--- config.mk ---
export PLATFORM = sky130hd
export DESIGN_NAME = snow3g_ctrl
export DESIGN_NICKNAME = d
export VERILOG_FILES = /design/src/rtl/snow3g_ctrl.sv
export SDC_FILE = /design/constraint.sdc
export NUM_CORES = 1
export LEC_CHECK = 0
export CAP_MARGIN = 20
export CORE_AREA = 2 2 358 360
export DETAILED_ROUTE_END_ITERATION = 7
export DIE_AREA = 0 0 360 362
export PLACE_DENSITY_LB_ADDON = 0.1
export SETUP_SLACK_MARGIN = 0.1
export SLEW_MARGIN = 20
export SYNTH_ARGS = -nofsm -noshare
export SYNTH_HDL_FRONTEND = slang
export SYNTH_SLANG_ARGS = --single-unit
--- constraint.sdc ---
create_clock -name clk -period 25.6 [get_ports clk]
set_clock_uncertainty 0.2 [all_clocks]
set_input_delay 6.4 -clock clk [delete_from_list [all_inputs] [get_ports clk]]
set_output_delay 6.4 -clock clk [all_outputs]
set_load 0.01 [all_outputs]
--- src/rtl/snow3g_ctrl.sv ---
`default_nettype none
// +----------------------------------------------------------------------+
// | snow3g_ctrl: SNOW 3G session sequencer (load, 32 init rounds, discard, |
// | then keystream generation with valid/ready output).                    |
// | Revision: 1.0                                                          |
// +----------------------------------------------------------------------+
module snow3g_ctrl (
  input  logic         clk,
  input  logic         reset,
  input  logic         start,
  input  logic         abort,
  input  logic [127:0] key,
  input  logic [127:0] iv,
  input  logic [15:0]  num_words,
  input  logic [31:0]  f_word,
  input  logic [31:0]  lfsr_s0,
  output logic [511:0] lfsr_init,
  output logic         lfsr_load,
  output logic         lfsr_step,
  output logic         lfsr_init_mode,
  output logic         fsm_clear,
  output logic         fsm_step,
  output logic [31:0]  ks_data,
  output logic         ks_valid,
  input  logic         ks_ready,
  output logic         busy,
  output logic         done,
  output logic [15:0]  words_left
);

  typedef enum logic [2:0] {
    S_IDLE    = 3'd0,
    S_LOAD    = 3'd1,
    S_INIT    = 3'd2,
    S_DISCARD = 3'd3,
    S_GEN     = 3'd4,
    S_DONE    = 3'd5
  } state_t;

  localparam logic [31:0] c_ones = 32'hFFFF_FFFF;

  state_t        r_state;
  state_t        w_state_nxt;
  logic [127:0]  r_key;
  logic [127:0]  r_iv;
  logic [15:0]   r_num_words;
  logic [15:0]   r_words_left;
  logic [4:0]    r_init_cnt;
  logic [31:0]   r_ks_data;
  logic          r_ks_valid;
  logic          w_out_free;
  logic          w_gen_step;
  logic          w_gen_fin;

  logic [31:0] w_k0, w_k1, w_k2, w_k3, w_iv0, w_iv1, w_iv2, w_iv3;
  assign w_k0  = r_key[127:96];
  assign w_k1  = r_key[95:64];
  assign w_k2  = r_key[63:32];
  assign w_k3  = r_key[31:0];
  assign w_iv0 = r_iv[127:96];
  assign w_iv1 = r_iv[95:64];
  assign w_iv2 = r_iv[63:32];
  assign w_iv3 = r_iv[31:0];

  // s15 in the top word down to s0 in the bottom word
  assign lfsr_init = {w_k3 ^ w_iv0, w_k2, w_k1, w_k0 ^ w_iv1,
                      w_k3 ^ c_ones, w_k2 ^ c_ones ^ w_iv2, w_k1 ^ c_ones ^ w_iv3, w_k0 ^ c_ones,
                      w_k3, w_k2, w_k1, w_k0,
                      w_k3 ^ c_ones, w_k2 ^ c_ones, w_k1 ^ c_ones, w_k0 ^ c_ones};

  assign w_out_free = !r_ks_valid || ks_ready;
  assign w_gen_step = (r_state == S_GEN) && (r_words_left != 16'd0) && w_out_free;
  assign w_gen_fin  = (r_state == S_GEN) && (r_words_left == 16'd0) && w_out_free;

  assign ks_data    = r_ks_data;
  assign ks_valid   = r_ks_valid;
  assign words_left = r_words_left;
  assign busy       = (r_state != S_IDLE);

  always_comb begin
    w_state_nxt    = r_state;
    lfsr_load      = 1'b0;
    lfsr_step      = 1'b0;
    lfsr_init_mode = 1'b0;
    fsm_clear      = 1'b0;
    fsm_step       = 1'b0;
    done           = 1'b0;
    case (r_state)
      S_IDLE: if (start) w_state_nxt = S_LOAD;
      S_LOAD: begin
        lfsr_load   = 1'b1;
        fsm_clear   = 1'b1;
        w_state_nxt = S_INIT;
      end
      S_INIT: begin
        fsm_step       = 1'b1;
        lfsr_step      = 1'b1;
        lfsr_init_mode = 1'b1;
        if (r_init_cnt == 5'd31) w_state_nxt = S_DISCARD;
      end
      S_DISCARD: begin
        fsm_step    = 1'b1;
        lfsr_step   = 1'b1;
        w_state_nxt = (r_num_words == 16'd0) ? S_DONE : S_GEN;
      end
      S_GEN: begin
        fsm_step  = w_gen_step;
        lfsr_step = w_gen_step;
        if (w_gen_fin) w_state_nxt = S_DONE;
      end
      S_DONE: begin
        done        = 1'b1;
        w_state_nxt = S_IDLE;
      end
      default: w_state_nxt = S_IDLE;
    endcase
    // Cancel suppresses every strobe so the cipher core is left untouched
    if (abort) begin
      w_state_nxt    = S_IDLE;
      lfsr_load      = 1'b0;
      lfsr_step      = 1'b0;
      lfsr_init_mode = 1'b0;
      fsm_clear      = 1'b0;
      fsm_step       = 1'b0;
      done           = 1'b0;
    end
  end

  always_ff @(posedge clk or posedge reset) begin
    if (reset) begin
      r_state      <= S_IDLE;
      r_key        <= '0;
      r_iv         <= '0;
      r_num_words  <= '0;
      r_words_left <= '0;
      r_init_cnt   <= '0;
      r_ks_data    <= '0;
      r_ks_valid   <= 1'b0;
    end else begin
      r_state <= w_state_nxt;
      if (abort) begin
        r_ks_valid   <= 1'b0;
        r_words_left <= '0;
      end else begin
        case (r_state)
          S_IDLE: if (start) begin
            r_key        <= key;
            r_iv         <= iv;
            r_num_words  <= num_words;
            r_words_left <= num_words;
          end
          S_LOAD: r_init_cnt <= 5'd0;
          S_INIT: r_init_cnt <= r_init_cnt + 5'd1;
          S_GEN: begin
            if (w_gen_step) begin
              r_ks_data    <= f_word ^ lfsr_s0;
              r_ks_valid   <= 1'b1;
              r_words_left <= r_words_left - 16'd1;
            end else if (r_ks_valid && ks_ready) begin
              r_ks_valid <= 1'b0;
            end
          end
          default: ;
        endcase
      end
    end
  end

endmodule
`default_nettype wire

==> tab_implementation.tex <==
\begin{tabular}{lr}
\hline
Metric & Value \\
\hline
\multicolumn{2}{l}{\textbf{Outcome}} \\
Outcome & complete, no violations \\
\multicolumn{2}{l}{\textbf{Final layout}} \\
Core occupancy in the finished layout & 21.38\% \\
Post-synthesis to final-layout area growth & 75.57\% \\
Fraction of layout cells with a size suffix above 1 & 4.019\% \\
Area of the multi-input gates & 0.005428 mm\^{}2 \\
Final-layout fill cell count & 13.97k \\
Area taken by flip-flops and latches & 0.008233 mm\^{}2 \\
Net count, final & 2,849 \\
\multicolumn{2}{l}{\textbf{Yosys}} \\
Synthesized Nets & 2,087 \\
Gate count after technology mapping & 1,743 \\
Cell type with the largest total area after synthesis & dfrtp\_1 \\
Synth top area cells & dfrtp\_1 (53\%), nand2\_1 (15\%), buf\_4 (6.3\%) \\
Unique masters post-synth & 48 \\
Register area share after synthesis & 53.36\% \\
Count of synthesis-stage warnings from yosys & 0 \\
Ys async rst share & 100.0\% \\
Flops \& latches, synth & 329 \\
Average footprint of a synthesized cell & 8.852 um\^{}2 \\
Post-Synthesis Cell Area & 0.01543 mm\^{}2 \\
Most common flop cell mapped by yosys & dfrtp\_1 \\
Number of enable flip-flop cells after synthesis & 0 \\
Synth top area share & 53.36\% \\
\multicolumn{2}{l}{\textbf{Pwr}} \\
Combinational share of power & 46.2\% \\
Sw frac & 36.35\% \\
PD cells & 103.8 mW/mm\^{}2 \\
LEAKAGE & 0.01157 uW \\
Peak ir drop on the vdd network & 42.92 uV \\
Register share of total power & 29.6\% \\
Clock network fraction of design power & 24.2\% \\
Final Total Pwr & 2812 uW \\
Switching power summed over all nets & 1022 uW \\
Internal portion of total power & 1790 uW \\
\multicolumn{2}{l}{\textbf{STA}} \\
Slew at the pin closest to its max-slew limit & 1.017 ns \\
Final worst path period share & 59.15\% \\
Slew Viols, Final & 0 \\
Least setup slack across all paths after layout & 10.46 ns \\
Final-layout setup total negative slack & 0 ns \\
Final count of hold timing violations & 0 \\
Fin crit period & 15.14 ns \\
Hold\_ws & 0.2748 ns \\
Relative slew margins & 32.20\% \\
Maximum clock frequency & 0.06604 GHz \\
RSZ-0062 raised after global routing & false \\
Setup violations, final & 0 \\
\multicolumn{2}{l}{\textbf{Worst setup path}} \\
Sequence of cells on the critical path & clkdlybuf4s50\_1 -> nor2b\_1 -> nor2\_1 -> nand2\_1 -> a21oi\_1 -> clkdlybuf4s50\_1 \\
Critical path peak fanout & 6 \\
Largest stage delay on the critical path & 0.66 ns \\
Crit path max-delay family & buffers and inverters \\
Class of the most critical setup path & in -> out \\
Data required time at the worst endpoint & 19.00 ns \\
Type of element capturing the critical path & output pin \\
Most Frequent Cell on Critical Path & clkdlybuf4s50\_1 \\
Type of origin of the critical path & primary input \\
Critical path buffers and inverters & 2 \\
Arrival time at the worst endpoint & 8.54 ns \\
Slowest stage cell on the critical path & clkdlybuf4s50\_1 \\
\multicolumn{2}{l}{\textbf{Placed design}} \\
Placer congestion estimate & 0.7876 \\
Count of buffers from port buffering & 908 \\
Setup slack at placement & 10.40 ns \\
Dpl hpwl & 65,780 um \\
\multicolumn{2}{l}{\textbf{Routing}} \\
WL/cell & 19.80 um \\
Final wirelength & 83,310 um \\
Via Count & 14.43k \\
Initial DRC count & 552 \\
Residual DRC count & 0 \\
Post-route ant nets & 0 \\
Number of optimization iterations in the first detailed-route pass & 4 \\
Via count normalized by instance count & 3.430 \\
\multicolumn{2}{l}{\textbf{Floorplanning}} \\
I/O pin cnt & 909 \\
Chip Width & 360 um \\
Vertical die dimension & 362 um \\
Row cnt & 131 \\
Area of the core & 0.1267 mm\^{}2 \\
DIE AREA & 0.1303 mm\^{}2 \\
Initial Utilization & 12.18\% \\
\multicolumn{2}{l}{\textbf{GRT}} \\
Wire length of the first global-routing pass & 116,600 um \\
Initial antenna violation count & 32 \\
Total congestion overflow after global routing & 0 \\
Maximum number of pins on one net before global-route repair & 180 \\
Global routing usage summed across all routing layers & 12.37\% \\
Vias in the first global route & 15.34k \\
\multicolumn{2}{l}{\textbf{Clock network}} \\
Clk sink count & 329 \\
Maximum count of clock buffers along a single path & 3 \\
Post-CTS setup buffer count & 0 \\
CTS tree & done \\
Cts repair resizes & 0 \\
CTS Hold Buffers Added & 0 \\
CTS root buffer & clkbuf\_16 \\
Htree depth & 2 \\
Number of clock buffers inserted by TritonCTS & 48 \\
Source-to-sink clock delay at the later pin of the worst-skew pair & 0.60 ns \\
Worst-path clk slew & 0.05 ns \\
\multicolumn{2}{l}{\textbf{Job}} \\
Number of maximum-capacitance violations & 0 \\
\multicolumn{2}{l}{\textbf{Worst hold path}} \\
Type of the most critical hold path & reg -> reg \\
\hline
\end{tabular}
## cell usage after synthesis (5+ instances only)
library cell    n
nor4_1          9
xor2_1         64
nand3_1         6
nor3_1          9
nor2_1         18
dfrtp_1       329
xnor2_1        97
clkbuf_1       73
inv_1         135
or4_1           5
nand2_1       612
a21oi_1        15
buf_4         130
o21ai_0       172
buf_2           5
nand2b_1        5
## state kept, by name, indices dropped and copies added, names as in the netlist
| register | flops |
|---|---|
| ks_data | 32 |
| ks_valid | 1 |
| r_init_cnt | 5 |
| r_iv | 128 |
| r_key | 128 |
| r_num_words | 16 |
| r_state | 3 |
| words_left | 16 |
## final timing paths
| check | startpoint | end | slack, ns | cells past startpoint |
|---|---|---|---|---|
| hold / removal | r_num_words[2] | r_num_words[2] | 0.27 | 2 |
| setup reg to reg | r_state[2] | r_key[85] | 20.80 | 9 |
| min in group asynchronous | reset | r_key[90] | 6.15 | 2 |
| setup / recovery | ks_ready | fsm_step | 10.46 | 6 |
| max in group asynchronous | reset | ks_data[27] | 16.94 | 4 |
| hold reg to reg | r_num_words[2] | r_num_words[2] | 0.27 | 2 |
## cells in the final DEF, fill, tap and decap left out, types with 3 or more instances in the layout
master and n:
clkdlybuf4s50_1 908, nand2_1 611, dfrtp_1 329, o21ai_0 172
inv_1 134, xnor2_1 97, xor2_1 64, clkbuf_16 50
nor2_1 18, a21oi_1 15, clkbuf_8 14, buf_4 10
nor4_1 9, clkbuf_1 9, nor3_1 8, diode_2 7
clkinv_2 6, nand2b_1 5, or4_1 5, nand3_1 5
a22o_1 4, o211ai_1 4, o31a_1 4, and3_1 3
or2_2 3, o311ai_0 3, ha_1 3, buf_12 3
## worst register-to-register path: stages (launching register included)
cell     delay [ns]
dfrtp_1        0.55
nor2_1         0.14
nor4_1         0.19
buf_4          0.21
nor2b_4        0.38
buf_12         0.24
buf_12         0.58
buf_4          1.04
buf_4          0.84
o21ai_0        0.26
## power by group through the flow
stage                     clock network [uW]  logic [uW]  registers [uW]
final                                    681        1300             831
after global routing                     733        1400             856
after CTS                                719        1340             840
after detailed placement                   0        1330             847
after global placement                     0        1340             844
after floorplan                            0         501             818
## cells by family after synthesis
| group | count (synthesis) | share of synthesized area (%) |
|---|---|---|
| DFF | 329 | 53.36 |
| xor gates and xnor gates | 161 | 9.140 |
| AOI/OAI and AO/OA | 221 | 7.956 |
| buffers and inverters | 344 | 11.62 |
| adders and majority gates | 3 | 0.2433 |
| and+or+nand+nor | 683 | 17.53 |
| muxes | 2 | 0.1460 |
## cell type report
type                       instances  area share [%]
clock inverter                    10          0.4249
sequential                       329           30.39
tap                             1662           7.677
antenna                            7         0.06467
multi-input combinational       1070           20.04
clock buffer                      73           5.455
timing repair buffer             921           34.05
inverter                         135           1.898
## metal layers
metal / share of wire [%] / track usage [%]
met3: 9.2 / 5.119
met5: 0.29 / 0
met1: 36 / 12.69
met2: 52 / 22.92
met4: 2.4 / 3.411
## per-stage QoR
stage	std cells	area [um^2]
4_1_cts	4199	27050
2_1_floorplan	1743	15430
6_report	4207	27090
5_1_grt	4202	27080
3_5_place_dp	4116	25460
3_3_place_gp	4116	25460
Note: power is estimated with default switching activity, not from simulation.
